$ cat src/rtl/flappy_pkg.sv
// Shared constants for the flappy game: state encoding, sprite and screen geometry.
// Also hosts the BCD increment helper used by the score counter.
package flappy_pkg;

  localparam logic [1:0] ST_IDLE    = 2'd0;
  localparam logic [1:0] ST_PLAYING = 2'd1;
  localparam logic [1:0] ST_DEAD    = 2'd2;

  localparam int SCREEN_W = 640;
  localparam int SCREEN_H = 480;
  localparam int BIRD_X   = 100;
  localparam int SPRITE_W = 16;
  localparam int SPRITE_H = 16;
  localparam int FLOOR_Y  = 470;

  function automatic logic [15:0] bcd_add1(input logic [15:0] v);
    logic [15:0] r;
    logic        c;
    r = v;
    c = 1'b1;
    for (int i = 0; i < 4; i++) begin
      if (c) begin
        if (v[i*4 +: 4] == 4'd9) begin
          r[i*4 +: 4] = 4'd0;
        end else begin
          r[i*4 +: 4] = v[i*4 +: 4] + 4'd1;
          c = 1'b0;
        end
      end
    end
    return r;
  endfunction

endpackage

$ cat src/rtl/bird_physics_ctrl_bcd.sv
// Four-digit BCD score register; clear wins over increment, 9999 wraps to 0000.
module bcd_counter4
  import flappy_pkg::*;
(
  input  logic        clk,
  input  logic        reset,
  input  logic        clear,
  input  logic        inc,
  output logic [15:0] value
);

  always_ff @(posedge clk or posedge reset) begin
    if (reset) begin
      value <= 16'h0000;
    end else if (clear) begin
      value <= 16'h0000;
    end else if (inc) begin
      value <= bcd_add1(value);
    end
  end

endmodule

$ cat src/rtl/bird_physics_ctrl.sv
// Frame-tick driven game FSM and bird motion engine.
// Flap and collide events are latched between ticks so none are lost.
module bird_physics_ctrl
  import flappy_pkg::*;
#(
  parameter int BIRD_Y0    = 220,
  parameter int FLAP_V     = 6,
  parameter int MAX_FALL_V = 8,
  parameter int GRAV_DIV   = 3,
  parameter int TICK_LINE  = 480
) (
  input  logic        clk,
  input  logic        reset,
  input  logic [9:0]  hCount,
  input  logic [9:0]  vCount,
  input  logic        start_button,
  input  logic        flap_button,
  input  logic        collide,
  input  logic        pipe_passed,
  output logic [9:0]  bird_y,
  output logic        pipe_run_en,
  output logic [1:0]  game_state,
  output logic [15:0] score
);

  localparam logic [9:0]        Y_START = 10'(BIRD_Y0);
  localparam logic [9:0]        Y_FLOOR = 10'(FLOOR_Y - SPRITE_H);
  localparam logic signed [11:0] Y_LIMIT = 12'(FLOOR_Y - SPRITE_H);
  localparam logic signed [7:0] V_FLAP  = 8'(FLAP_V);
  localparam logic signed [7:0] V_MAX   = 8'(MAX_FALL_V);
  localparam logic [7:0]        G_LAST  = 8'(GRAV_DIV - 1);
  localparam logic [9:0]        T_LINE  = 10'(TICK_LINE);

  logic               tick_cond, tick_cond_q, tick;
  logic               flap_q, start_q, flap_rise, start_rise;
  logic               flap_pending, hit_latch;
  logic               flap_now, hit_now, playing;
  logic               grav_step, floor_hit;
  logic [1:0]         state, state_n;
  logic signed [7:0]  vel, vel_n, vel_grav, vel_cand;
  logic [7:0]         grav_cnt, grav_n;
  logic [9:0]         y_n;
  logic signed [11:0] y_sum;
  logic               score_clear, score_inc;

  assign tick_cond  = (hCount == 10'd0) && (vCount == T_LINE);
  assign tick       = tick_cond & ~tick_cond_q;
  assign flap_rise  = flap_button & ~flap_q;
  assign start_rise = start_button & ~start_q;
  assign playing    = (state == ST_PLAYING);

  // Same-cycle events must count, so fold the live inputs into the latches.
  assign flap_now  = flap_pending | flap_rise;
  assign hit_now   = hit_latch | (collide & playing);
  assign grav_step = (grav_cnt == G_LAST);

  always_comb begin
    vel_grav  = vel + (grav_step ? 8'sd1 : 8'sd0);
    vel_cand  = flap_now ? -V_FLAP
              : ((vel_grav > V_MAX) ? V_MAX : vel_grav);
    y_sum     = $signed({2'b00, bird_y})
              + $signed({{4{vel_cand[7]}}, vel_cand});
    floor_hit = (y_sum > Y_LIMIT);
  end

  always_comb begin
    state_n = state;
    y_n     = bird_y;
    vel_n   = vel;
    grav_n  = grav_cnt;
    unique case (1'b1)
      state == ST_IDLE: begin
        y_n    = Y_START;
        vel_n  = 8'sd0;
        grav_n = 8'd0;
        if (start_rise) state_n = ST_PLAYING;
      end
      state == ST_PLAYING: begin
        if (tick) begin
          grav_n = (flap_now || grav_step) ? 8'd0 : grav_cnt + 8'd1;
          if (y_sum[11]) begin
            y_n   = 10'd0;
            vel_n = 8'sd0;
          end else begin
            y_n   = y_sum[9:0];
            vel_n = vel_cand;
          end
          if (floor_hit) begin
            y_n     = Y_FLOOR;
            state_n = ST_DEAD;
          end else if (hit_now) begin
            state_n = ST_DEAD;
          end
        end
      end
      default: begin
        if (start_rise) begin
          state_n = ST_IDLE;
          y_n     = Y_START;
          vel_n   = 8'sd0;
          grav_n  = 8'd0;
        end
      end
    endcase
  end

  assign score_clear = (state == ST_IDLE) & start_rise;
  assign score_inc   = playing & pipe_passed;

  always_ff @(posedge clk or posedge reset) begin
    if (reset) begin
      state        <= ST_IDLE;
      bird_y       <= Y_START;
      vel          <= 8'sd0;
      grav_cnt     <= 8'd0;
      pipe_run_en  <= 1'b0;
      flap_pending <= 1'b0;
      hit_latch    <= 1'b0;
      tick_cond_q  <= 1'b0;
      flap_q       <= 1'b0;
      start_q      <= 1'b0;
    end else begin
      state        <= state_n;
      bird_y       <= y_n;
      vel          <= vel_n;
      grav_cnt     <= grav_n;
      pipe_run_en  <= (state_n == ST_PLAYING);
      flap_pending <= tick ? 1'b0 : (flap_pending | flap_rise);
      hit_latch    <= tick ? 1'b0 : (hit_latch | (collide & playing));
      tick_cond_q  <= tick_cond;
      flap_q       <= flap_button;
      start_q      <= start_button;
    end
  end

  assign game_state = state;

  bcd_counter4 u_score (
    .clk   (clk),
    .reset (reset),
    .clear (score_clear),
    .inc   (score_inc),
    .value (score)
  );

endmodule

$ cat config.mk
export PLATFORM = sky130hd
export DESIGN_NAME = bird_physics_ctrl
export DESIGN_NICKNAME = d
export VERILOG_FILES = /design/src/rtl/flappy_pkg.sv /design/src/rtl/bird_physics_ctrl_bcd.sv /design/src/rtl/bird_physics_ctrl.sv
export SDC_FILE = /design/constraint.sdc
export NUM_CORES = 1
export LEC_CHECK = 0
export ABC_AREA = 1
export BUFFER_PORTS_ARGS = -buffer_cell sky130_fd_sc_hd__buf_2
export CAP_MARGIN = 20
export CORE_ASPECT_RATIO = 0.6
export CORE_UTILIZATION = 50
export DETAILED_ROUTE_END_ITERATION = 10
export PLACE_DENSITY = 0.72
export SLEW_MARGIN = 20
export SYNTH_ARGS = -nofsm -noshare
export SYNTH_HDL_FRONTEND = slang
export SYNTH_HIERARCHICAL = 1
export SYNTH_SLANG_ARGS = --single-unit
$ cat constraint.sdc
create_clock -name clk -period 9.1 [get_ports clk]
set_clock_uncertainty 0.05 [all_clocks]
set_input_delay 0.455 -clock clk [delete_from_list [all_inputs] [get_ports clk]]
set_output_delay 0.455 -clock clk [all_outputs]
set_load 0.005 [all_outputs]
# Word level (Yosys, flattened, before mapping)
# Cells that the tools add are included.
# totals
word_cells	99
regBits	50
inputBits	26
# classes
order_cmp	2
n_reduce_logical	13
addsub	7
n_bitwise	11
eq_ne	9
n_mux	43
# ops
op	count
8-bit 2-to-1 mux	7
10-bit 2-to-1 mux	4
16-bit 2-to-1 mux	2
8-bit case mux with 2 select lines	2
4-bit 2-to-1 mux	7
10-bit case mux with 2 select lines	1
4-bit by 1-bit adder with 4-bit output, second input constant	4
4-bit equality test, second input constant	4
1-bit 2-to-1 mux	14
11-bit by 8-bit adder with 12-bit output	1
12-bit by 10-bit greater-than comparator with 1-bit output, second input constant	1
10-bit by 9-bit equality test with 1-bit output, second input constant	1
10-bit logical NOT	1
2-bit 2-to-1 mux	5
8-bit by 1-bit adder with 8-bit output, second input constant	1
8-bit by 2-bit adder with 8-bit output	1
8-bit by 2-bit equality test with 1-bit output, second input constant	1
8-bit by 5-bit greater-than comparator with 1-bit output, second input constant	1
2-bit AND reduction	4
2-bit nonzero test	4
1-bit AND	6
2-bit by 1-bit equality test with 1-bit output, second input constant	2
2-bit case mux with 2 select lines	1
1-bit NOT	3
other kinds (6)	7

# Logic depth before layout (Yosys ltp)
# Gate-level depths: netlist of run 1.
# depth
word_depth	13
mapped_depth	31
ltp_nobuf	31

# By module
# Netlist of run 1, hierarchy kept.
# modules_own_cells
module	n_inst	area_per_inst_um2	seq_area_each_um2	cells_per_inst
bird_physics_ctrl	1	2523.7	857.1	374
bcd_counter4	1	1033.5	400.4	131

# Worst setup path after synthesis of run 1
# No wires, ideal clock.
# synth_timing
path_type	register -> register
from	register grav_cnt[0]
to	register bird_y[0]
synth_period_minus_slack_ps	4103
path_slack_ps	4997
setup_ps	76
arrival_ps	3976
t_required_ps	8974
stages_incl_launch_ff	29
cell_sequence	dfrtp_1 > inv_1 > ha_1 > nand4_1 > nor4_1 > ha_1 > ha_1 > nand3_1 > nor2_1 > xor2_1 > nand3_1 > o21ai_0 > nand2_1 > nor2_1 > inv_1 > ha_1 > nand2_1 > inv_1 > nand2_1 > nand2_1 > nand2_1 > nand3_1 > a21o_1 > ha_1 > inv_1 > nand3_2 > inv_2 > nand2_1 > o21ai_1
# synth_between
elab_chain_cells	11
word_cells_on_any_way	12
classes_between	add/sub (2); order compare (2); eq/ne (1); mux (7)
# synth_lines
item	line	source
from (decl)	bird_physics_ctrl.sv:41	logic [7:0] grav_cnt, grav_n;
from (signal assigned)	bird_physics_ctrl.sv:126	grav_cnt <= grav_n;
8-bit by 2-bit equality test with 1-bit output *	bird_physics_ctrl.sv:55	assign grav_step = (grav_cnt == G_LAST);
1-bit 2-to-1 mux *	bird_physics_ctrl.sv:58	vel_grav = vel + (grav_step ? 8'sd1 : 8'sd0);
8-bit by 2-bit adder with 8-bit output *	bird_physics_ctrl.sv:58	
8-bit by 5-bit greater-than comparator with 1-bit output	bird_physics_ctrl.sv:60	: ((vel_grav > V_MAX) ? V_MAX : vel_grav);
8-bit 2-to-1 mux *	bird_physics_ctrl.sv:60	
8-bit 2-to-1 mux *	bird_physics_ctrl.sv:59	vel_cand = flap_now ? -V_FLAP
11-bit by 8-bit adder with 12-bit output *	bird_physics_ctrl.sv:62	+ $signed({{4{vel_cand[7]}}, vel_cand});
12-bit by 10-bit greater-than comparator with 1-bit output or 10-bit 2-to-1 mux (tied branches)	bird_physics_ctrl.sv:63, bird_physics_ctrl.sv:81	
10-bit 2-to-1 mux *	bird_physics_ctrl.sv:88	if (floor_hit) begin
10-bit 2-to-1 mux *	bird_physics_ctrl.sv:79	if (tick) begin
10-bit case mux with 2 select lines *	bird_physics_ctrl.sv:71	unique case (1'b1)
to (signal assigned)	bird_physics_ctrl.sv:124	bird_y <= y_n;
to (decl)	bird_physics_ctrl.sv:20	output logic [9:0] bird_y,
# Mark *: on every way between the ends. The rest lies on a longest branch, timed or not. The select of a mux whose other input is x is not followed.
# A chain may end at the register's enable or synchronous reset.

# Final worst setup path of run 1
# Ends and elaborated chain as after synthesis.

==> results.cfg, run 1 <==
[cts]
cts.sinks = 50
htreeDepth = 2
cts_resized = 0
path_clk_slew_ns = 0.06
ctsHoldBuffers = 0
clock_path_buffers = 2
clock_latency_ns = 0.29
cts_setup_buffers = 0
cts_tree = done
cts-root-buf = clkbuf_16
cts_made_buffers = 5

[detailed_routing]
firstDrtPassIters = 5
vias = 3476
final_antenna_net_count = 0
wirelength_mm = 8.94
drt_iter0_drc = 280
via_per_inst = 5.34
remaining_drc_errors = 0
wl_per_cell_microns = 13.7

[synth]
syn_nets = 556
synth-edff-count = 0
yosysTopAreaCell = dfrtp_1
synthDominantCellAreaShare_pct = 31.7
synth_most_common_cell = nand2_1
synth_common_cells = 139 x nand2_1, 78 x inv_1, 65 x nor2_1
netlist_area_sq_mm = 0.00356
syn_inst = 505
synth.area.top_cells = dfrtp_1 32%, nand2_1 15%, ha_1 8.4%
synth_cell_types = 43
seq_area_frac_synth_pct = 35.3
syn_avg_cell_area_sq_um = 7.04
ys_ff_latch = 50
yosys_warnings = 6
async_flop_share_pct = 100
synthFlopType = dfrtp_1

[global_routing]
antenna_found_initial = 0
grt_pass1_wl_mm = 14.5
use_met1_pct = 38.8
overflow = 0
grt.total_usage_pct = 25.0
grt_pass1_vias = 2990
grt_use_met2_pct = 35.0
grt_util_met3_pct = 5.83
grt_max_degree = 35
top_usage_layer = met1

[placement]
place_congestion = 0.936
pre_cts_slack_ns = 4.47
dp_hpwl_mm = 7.10
port-buffer-count = 54

[worst_setup_path]
cp.arrival_ns = 4.86
worstSetupPathType = reg2reg
cp_common_cell = nand2_1
r2r-end = bird_y[0]$_DFFE_PP0P_
ff2ff_path_depth = 28
start_kind = flip-flop
slowest_delay_ns = 0.40
cp_slowest_cell = dfrtp_1
r2r_setup_slack_ns = 4.40
critPathMaxFanout = 7
critPathCaptureType = flip-flop
reg2reg_from = grav_cnt[0]$_DFFE_PP0P_
critPathRequiredTime_ns = 9.27

[die]
die_y_microns = 67.3
die_area_sq_mm = 0.00747
num_rows = 23
start_util_pct = 52.6
die_w_microns = 111
core_sq_mm = 0.00676
pin_count = 55

[final_layout]
antennaDiodeCount = 0
drive_above_1_share_pct = 16.7
final_nets = 614
postLayoutCoreUtil_pct = 59.9
areaGrowthSynthToFinish_pct = 13.9

[job]
maxCapViolations = 0

[sta]
final_max_slew_viol_count = 0
fin_crit_ns = 4.70
setup_tns_ns = 0
setup_ws_ns = 4.40
worst_pin_slew_ns = 0.687
slew_headroom_pct = 54.2
setup_viol = 0
hold_violations = 0
fmax_ghz = 0.213
period_share_pct = 51.6
rsz0062_at_grt = no

[power_and_ir_drop]
power.density_mw_per_mm2 = 158
p_leak_nw = 2.20
max-vdd-ir-drop_uv = 110

[min_path]
hp-class = in2async

[run_status]
run_status = complete, no violations
-- state kept, by name (all words and copies together), names as in the netlist --
| signal | cells |
|---|---|
| bird_y | 10 |
| flap_pending | 1 |
| flap_q | 1 |
| game_state | 2 |
| grav_cnt | 8 |
| hit_latch | 1 |
| pipe_run_en | 1 |
| start_q | 1 |
| tick_cond_q | 1 |
| u_score/value | 16 |
| vel | 8 |
-- how the worst max path moves through the flow --
stage | startpoint | slack (ns) | endpoint | depth (start not counted)
after floorplan | grav_cnt[0]$_DFFE_PP0P_ | 5.00 | bird_y[0]$_DFFE_PP0P_ | 28
after global placement | grav_cnt[0]$_DFFE_PP0P_ | 4.63 | bird_y[0]$_DFFE_PP0P_ | 28
after detailed placement | grav_cnt[0]$_DFFE_PP0P_ | 4.47 | bird_y[0]$_DFFE_PP0P_ | 28
after CTS | grav_cnt[0]$_DFFE_PP0P_ | 4.45 | bird_y[0]$_DFFE_PP0P_ | 28
after global routing | grav_cnt[0]$_DFFE_PP0P_ | 3.84 | bird_y[0]$_DFFE_PP0P_ | 28
final | grav_cnt[0]$_DFFE_PP0P_ | 4.40 | bird_y[0]$_DFFE_PP0P_ | 28
-- cells by family after synthesis --
| logic type | share of synthesized area (%) |
|---|---|
| simple gates | 33.8 |
| flops | 35.4 |
| buf+inv | 9.95 |
| xor+xnor | 2.46 |
| compound gates | 9.39 |
| fa+ha+maj | 9.00 |
-- layout by cell type, fill, tap and decap left out, types with 2 or more instances in the layout --
master | netlist | layout
nand3b_1 | 2 | 2
dfstp_2 | 5 | 5
o21ai_2 | 4 | 4
o22ai_1 | 2 | 2
nand3_2 | 3 | 3
nand4_1 | 8 | 8
ha_1 | 24 | 24
o21ai_0 | 18 | 18
nor4_1 | 2 | 2
nor2_1 | 65 | 65
nor2_2 | 4 | 4
nand2_2 | 3 | 3
buf_2 | 1 | 54
inv_2 | 3 | 3
clkbuf_16 | 0 | 5
o31ai_1 | 2 | 2
a21oi_1 | 17 | 17
inv_1 | 78 | 78
clkinv_2 | 1 | 2
o21ai_1 | 7 | 7
xor2_1 | 9 | 9
nand3_1 | 40 | 40
nor3_1 | 2 | 2
nand2_1 | 139 | 139
nand2_4 | 2 | 2
dfrtp_1 | 45 | 45
o21a_1 | 2 | 2
-- metal layers --
layer | share of wire [%] | vias to the layer above
met1 | 52 | 1580
li1 | - | 1721
met4 | 0.75 | 0
met2 | 38 | 165
met3 | 9.8 | 10
met5 | 0 | -
-- critical path, delay by kind of cell (launching register included) --
family	cells	cell delay [ns]
AOI/OAI and AO/OA	3	0.50
xor gates and xnor gates	1	0.20
adders and majority gates	5	1.20
buffers and inverters	5	0.57
DFF	1	0.40
and+or+nand+nor	14	1.71
-- per-stage QoR --
stage / total power, mW / cell area [sq um] / cells / hold slack, ns
final: 0.642 / 4050 / 651 / 0.219
after global routing: 0.683 / 4050 / 651 / 0.219
after CTS: 0.646 / 4050 / 651 / 0.224
after detailed placement: 0.453 / 3910 / 643 / 0.446
after global placement: 0.445 / 3910 / 643 / 0.431
after floorplan: 0.392 / 3560 / 505 / 0.319
-- area by class of cell --
class	count	area [sq um]
timing repair buffer	55	278
tap	87	109
sequential	50	1260
clock inverter	1	5.00
inverter	83	315
multi-input combinational	368	1950
clock buffer	7	143
fill	627	2710
-- report_power, final --
group | switching [mW] | internal, mW
registers | 0.0364 | 0.251
clock network | 0.0815 | 0.109
logic | 0.0955 | 0.0684
(Power assumes the default switching activity.)
==> run 2, diff against run 1 <==
--- a/config.mk
+++ b/config.mk
@@ -5,13 +5,13 @@
 export SDC_FILE = /design/constraint.sdc
 export NUM_CORES = 1
 export LEC_CHECK = 0
-export ABC_AREA = 1
+export ABC_AREA = 0
 export BUFFER_PORTS_ARGS = -buffer_cell sky130_fd_sc_hd__buf_2
 export CAP_MARGIN = 20
 export CORE_ASPECT_RATIO = 0.6
 export CORE_UTILIZATION = 50
 export DETAILED_ROUTE_END_ITERATION = 10
-export PLACE_DENSITY = 0.72
+export PLACE_DENSITY = 0.74
 export SLEW_MARGIN = 20
 export SYNTH_ARGS = -nofsm -noshare
 export SYNTH_HDL_FRONTEND = slang
==> constraint.sdc (replaced) <==
create_clock -name clk -period 4.2 [get_ports clk]
set_clock_uncertainty 0.05 [all_clocks]
set_input_delay 0.21 -clock clk [delete_from_list [all_inputs] [get_ports clk]]
set_output_delay 0.21 -clock clk [all_outputs]
set_load 0.005 [all_outputs]
==> run 2 against run 1 <==
Effect of this change: first-iteration DRC count increased by 44%; highest routed layer unchanged; the flow now finishes with violations (design-rule violations, negative setup slack); largest cell class unchanged; largest power group unchanged; fmax decreased by 4.4%; register-to-register slack lost 5.1 ns.
==> results.cfg, run 2 <==
[run_status]
run_status = finished with violations
violations = design-rule violations, negative setup slack

[final_layout]
antennaDiodeCount = 0
postLayoutCoreUtil_pct = 73.5
drive_above_1_share_pct = 41.7
final_nets = 578
areaGrowthSynthToFinish_pct = 39.2
reg_top3 = u_score/value (16), bird_y (10)
fill_cells = 477
layout_commonest_cell = buf_4
layout_common_cells = 82 x buf_4, 54 x buf_2, 45 x dfrtp_1
multiInputGateArea_sq_mm = 0.00242
largest_reg_flops = 16
top_register = u_score/value
seqCellArea_sq_mm = 0.00126
finalNonFillerCells = 615

[synth]
seq_area_frac_synth_pct = 34.9
synth.area.top_cells = dfrtp_1 31%, ha_1 8.3%, dfstp_2 3.7%
synthDominantCellAreaShare_pct = 31.3
yosysTopAreaCell = dfrtp_1
ys_ff_latch = 50
yosys_warnings = 6
synth-edff-count = 0
syn_nets = 440
synth_cell_types = 82
synth_common_cells = 45 x dfrtp_1, 30 x nand2_1, 25 x nor2_1
syn_inst = 389
synthFlopType = dfrtp_1
async_flop_share_pct = 100
syn_avg_cell_area_sq_um = 9.25
synth_most_common_cell = dfrtp_1
netlist_area_sq_mm = 0.00360

[detailed_routing]
final_antenna_net_count = 0
drt_iter0_drc = 403
firstDrtPassIters = 8
wl_per_cell_microns = 18.3
vias = 3759
wirelength_mm = 11.3
via_per_inst = 6.11
remaining_drc_errors = 2

[sta]
fin_hold_ws_ns = 0.105
rsz0062_at_grt = yes
setup_viol = 28
fmax_ghz = 0.203
hold_violations = 0
fin_crit_ns = 4.91
worst_pin_slew_ns = 1.04
final_max_slew_viol_count = 0
slew_headroom_pct = 30.6
period_share_pct = 117
setup_ws_ns = -0.714

[worst_setup_path]
cp.arrival_ns = 5.05
start_kind = flip-flop
critPathMaxFanout = 6
cp_slowest_cell = a221oi_1
slowest_delay_ns = 0.40
critPathCaptureType = flip-flop
cp_common_cell = ha_4
worstSetupPathType = reg2reg
critPathRequiredTime_ns = 4.33

[die]
pin_count = 55
num_rows = 23
die_y_microns = 67.7
die_w_microns = 112
core_sq_mm = 0.00682
die_area_sq_mm = 0.00755
start_util_pct = 52.8

[placement]
dpl.cell_count = 568
place_congestion = 0.971
port-buffer-count = 54
dp_hpwl_mm = 7.63

[global_routing]
grt.total_usage_pct = 30.0
overflow = 0
grt_pass1_vias = 3322
grt_max_degree = 35
grt_pass1_wl_mm = 17.2
antenna_found_initial = 0

[power_and_ir_drop]
p_leak_nw = 2.24
max-vdd-ir-drop_uv = 219
power.density_mw_per_mm2 = 264

[cts]
cts.sinks = 50
clock_path_buffers = 2
clock_latency_ns = 0.30
cts_made_buffers = 5
path_clk_slew_ns = 0.07
cts-root-buf = clkbuf_16
cts_tree = done
htreeDepth = 2

[job]
maxCapViolations = 0

[min_path]
hp-class = in2reg
[run 2: changes by cell type in the layout (fill, tap and decap cells not counted), sizes merged, moves of 10 or more]
cell | previous run | this run
nand3 | 43 | 13
nor3 | 3 | 13
nor2 | 70 | 26
buf | 55 | 143
inv | 82 | 18
and2 | 0 | 10
nand2 | 144 | 31
[run 2: path summary, 6_finish.rpt]
kind / depth (start not counted) / slack (ns) / endpoint / from
max in group asynchronous: 3 / 3.15 / u_score/value[14]$_DFFE_PP0P_ / reset
max reg2reg: 25 / -0.71 / bird_y[1]$_DFFE_PP0P_ / grav_cnt[0]$_DFFE_PP0P_
min in group asynchronous: 3 / 0.51 / u_score/value[0]$_DFFE_PP0P_ / reset
min reg2reg: 1 / 0.48 / u_score/value[15]$_DFFE_PP0P_ / u_score/value[15]$_DFFE_PP0P_
min: 4 / 0.11 / tick_cond_q$_DFF_PP0_ / hCount[7]
max: 25 / -0.71 / bird_y[1]$_DFFE_PP0P_ / grav_cnt[0]$_DFFE_PP0P_
[run 2: layout make-up]
| type | count | share of cell area [%] |
|---|---|---|
| Tap cell | 87 | 2.17 |
| Clock buffer | 6 | 2.77 |
| Inverter | 18 | 1.40 |
| Clock inverter | 2 | 0.250 |
| Sequential cell | 50 | 25.1 |
| Multi-Input combinational cell | 306 | 48.3 |
| Timing Repair Buffer | 146 | 20.0 |
[run 2: cells by family after synthesis]
| family | count (synthesis) | share of synthesized area [%] |
|---|---|---|
| AOI/OAI and AO/OA | 128 | 26.4 |
| xor gates and xnor gates | 10 | 2.43 |
| adders and majority gates | 25 | 8.90 |
| buffers and inverters | 33 | 4.24 |
| DFF | 50 | 34.9 |
| muxes | 2 | 0.730 |
| and+or+nand+nor | 141 | 22.4 |
[run 2: metal layers]
layer	track usage [%]	wire [microns]
met5	0	0
met3	7.54	869
met4	7.26	119
met2	45.2	4920
met1	43.0	5370
[run 2: report_power, final]
part	internal [mW]	total, mW	switching (mW)
combinational	0.135	0.287	0.152
clock	0.236	0.423	0.187
sequential	0.536	0.611	0.0747
total	0.907	1.32	0.414
[run 2: worst max-delay path, delay by kind of cell (launching register included)]
kind                     cells  cell delay, ns
AO/OA/AOI/OAI                9            1.96
AND/OR/NAND/NOR              8            1.17
adder cells (fa/ha/maj)      5            1.04
flip-flops                   1            0.38
buffers and inverters        3            0.21
[run 2: repair_timing]
item,4_1_cts,5_1_grt
pin swaps,22,10
setup endpoints to repair,19,28
resized for setup,10,14
buffers inserted,29,7
endpoints found under the hold margin,46,1
hold buffers,2,1
[run 2: through the flow]
| stage | setup TNS [ns] | total power, mW | cell area (sq um) | worst slack, ns |
|---|---|---|---|---|
| after global routing | -19.64 | 1.39 | 5010 | -0.834 |
| after detailed placement | -5.96 | 0.887 | 4450 | -0.416 |
| after CTS | -7.58 | 1.32 | 4890 | -0.449 |
| after global placement | -3.44 | 0.868 | 4450 | -0.265 |
| final | -16.82 | 1.32 | 5010 | -0.714 |
| after floorplan | -1.93 | 0.771 | 3740 | -0.234 |
==> run 3, diff against run 2 <==
--- a/config.mk
+++ b/config.mk
@@ -6,12 +6,12 @@
 export NUM_CORES = 1
 export LEC_CHECK = 0
 export ABC_AREA = 0
-export BUFFER_PORTS_ARGS = -buffer_cell sky130_fd_sc_hd__buf_2
 export CAP_MARGIN = 20
 export CORE_ASPECT_RATIO = 0.6
 export CORE_UTILIZATION = 50
 export DETAILED_ROUTE_END_ITERATION = 10
-export PLACE_DENSITY = 0.74
+export DONT_BUFFER_PORTS = 1
+export PLACE_DENSITY = 0.68
 export SLEW_MARGIN = 20
 export SYNTH_ARGS = -nofsm -noshare
 export SYNTH_HDL_FRONTEND = slang
==> run 3 against run 2 <==
Effect of this change: the run still ends with design-rule violations, negative setup slack left; power shrank 5.1%; final area shrank 7.4%; global-route usage shrank 2.3 points; critical path type unchanged; highest routed layer unchanged.
==> results.cfg, run 3 (synthesis gave the netlist of run 2 again) <==
[run_status]
run_status = finished with violations
violations = design-rule violations, negative setup slack

[detailed_routing]
firstDrtPassIters = 8
remaining_drc_errors = 1
drt_iter0_drc = 281
wirelength_mm = 10.1
final_antenna_net_count = 0
via_per_inst = 6.21
vias = 3360
wl_per_cell_microns = 18.7

[worst_setup_path]
critPathCapture = bird_y[2]$_DFFE_PP1P_
cp_slowest_cell = a211o_1
cp.arrival_ns = 4.88
cp_common_cell = ha_4
r2r-end = bird_y[2]$_DFFE_PP1P_
ff2ff_path_depth = 23
r2r_setup_slack_ns = -0.51
worstSetupPathType = reg2reg
cp_num_cells = 23
critPathCaptureType = flip-flop
critPathBufInv = 4
crit_family = compound AO/OA/AOI/OAI gates
slowest_delay_ns = 0.38
crit_chain = inv_1 -> ha_1 -> nor4b_4 -> nand2_1 -> inv_2 -> ha_4 -> ha_4 -> and3_4 -> a31oi_4 -> a221oi_1 -> a211o_1 -> and3_4 -> buf_4 -> and2_4 -> ha_4 -> fa_2 -> a211oi_4 -> o211ai_2 -> a31oi_1 -> o21bai_1 -> a211o_1 -> buf_6 -> o41a_1
critPathRequiredTime_ns = 4.37
critPathMaxFanout = 5
crit_start = grav_cnt[0]$_DFFE_PP0P_
reg2reg_from = grav_cnt[0]$_DFFE_PP0P_
start_kind = flip-flop

[final_layout]
layout_commonest_cell = buf_4
top_register = u_score/value
finalNonFillerCells = 541
antennaDiodeCount = 0
reg_top3 = u_score/value (16), bird_y (10)
drive_above_1_share_pct = 31.7
final_nets = 504
areaGrowthSynthToFinish_pct = 28.9
largest_reg_flops = 16
layout_common_cells = 63 x buf_4, 45 x dfrtp_1, 30 x nand2_1

[cts]
htreeDepth = 2
cts_tree = done
clock_path_buffers = 2
path_clk_slew_ns = 0.07
cts.sinks = 50
cts_made_buffers = 5
clock_latency_ns = 0.29
cts-root-buf = clkbuf_16

[die]
die_w_microns = 112
core_sq_mm = 0.00682
num_rows = 23
start_util_pct = 52.8
pin_count = 55
die_area_sq_mm = 0.00755
die_y_microns = 67.7

[job]
maxCapViolations = 0

[placement]
pre_cts_slack_ns = -0.510
place_congestion = 0.906
dp_hpwl_mm = 7.65
port-buffer-count = 0
dpl.cell_count = 521

[sta]
fin_crit_ns = 4.71
setup_viol = 19
setup_ws_ns = -0.512
fin_hold_ws_ns = 0.0170
worst_pin_slew_ns = 0.998
rsz0062_at_grt = yes
slew_headroom_pct = 33.5
period_share_pct = 112
fmax_ghz = 0.212
setup_tns_ns = -7.87
final_max_slew_viol_count = 0
hold_violations = 0

[global_routing]
overflow = 0
grt_pass1_vias = 3011
grt.total_usage_pct = 27.7
grt_max_degree = 35
antenna_found_initial = 0
grt_pass1_wl_mm = 15.9

[power_and_ir_drop]
p_switching_uw = 390
power.density_mw_per_mm2 = 270
pwr-share-seq_pct = 50.0
clockPowerShare_pct = 33.5
p_leak_nw = 1.95
p_int_uw = 863
power_frac_comb_pct = 16.5
p_sw_share_pct = 31.1
max-vdd-ir-drop_uv = 181

[min_path]
whs_path_depth = 2
hp-class = in2reg
run 3: per-layer routing:
layer	global-route usage [%]	vias up	part of all wire (%)	wire, microns
met2	41.5	117	42	4220
met1	41.6	1654	51	5160
met3	5.92	5	6.9	703
met5	0	-	0	0
met4	3.38	0	0.42	42
li1	-	1584	-	-
run 3: metrics by stage:
stage / total power, mW / area (sq um) / utilization [%]
6_report: 1.25 / 4640 / 68.0
5_1_grt: 1.32 / 4640 / 68.0
4_1_cts: 1.26 / 4550 / 66.7
3_5_place_dp: 0.832 / 4230 / 62.1
3_3_place_gp: 0.816 / 4230 / 62.1
2_1_floorplan: 0.771 / 3740 / -
run 3: cell type report:
| cell class | instances | area (sq um) |
|---|---|---|
| multi-input combinational | 306 | 2470 |
| fill | 535 | 2180 |
| sequential | 50 | 1260 |
| timing repair buffer | 72 | 579 |
| clock buffer | 6 | 139 |
| tap | 87 | 109 |
| inverter | 18 | 70.1 |
| clock inverter | 2 | 12.5 |
run 3: worst register-to-register path: cells and delay by family, from the launching register on:
family | cells | cell delay [ns]
flops | 1 | 0.34
buf+inv | 4 | 0.38
simple gates | 5 | 0.79
compound gates | 9 | 2.00
fa+ha+maj | 5 | 1.08
run 3: power by group through the flow:
stage	clock network (mW)	registers, mW	logic [mW]
4_1_cts	0.426	0.626	0.203
3_5_place_dp	0	0.635	0.198
5_1_grt	0.444	0.637	0.235
3_3_place_gp	0	0.630	0.186
6_report	0.420	0.626	0.207
2_1_floorplan	0	0.610	0.161
run 3: timing repair:
item	4_1_cts	5_1_grt
buffers inserted	6	3
hold buffers	3	0
pin swaps	18	5
resized for setup	15	13
hold endpoints to repair	47	0
setup endpoints to repair	19	20
run 3: worst min path at each step:
stage	slack [ns]	startpoint	to
floorplan	0.07	reset	u_score/value[0]$_DFFE_PP0P_
global placement	0.17	reset	u_score/value[7]$_DFFE_PP0P_
detailed placement	0.17	reset	u_score/value[8]$_DFFE_PP0P_
CTS	0.02	hCount[8]	tick_cond_q$_DFF_PP0_
global route	0.02	hCount[8]	tick_cond_q$_DFF_PP0_
finish	0.02	hCount[8]	tick_cond_q$_DFF_PP0_
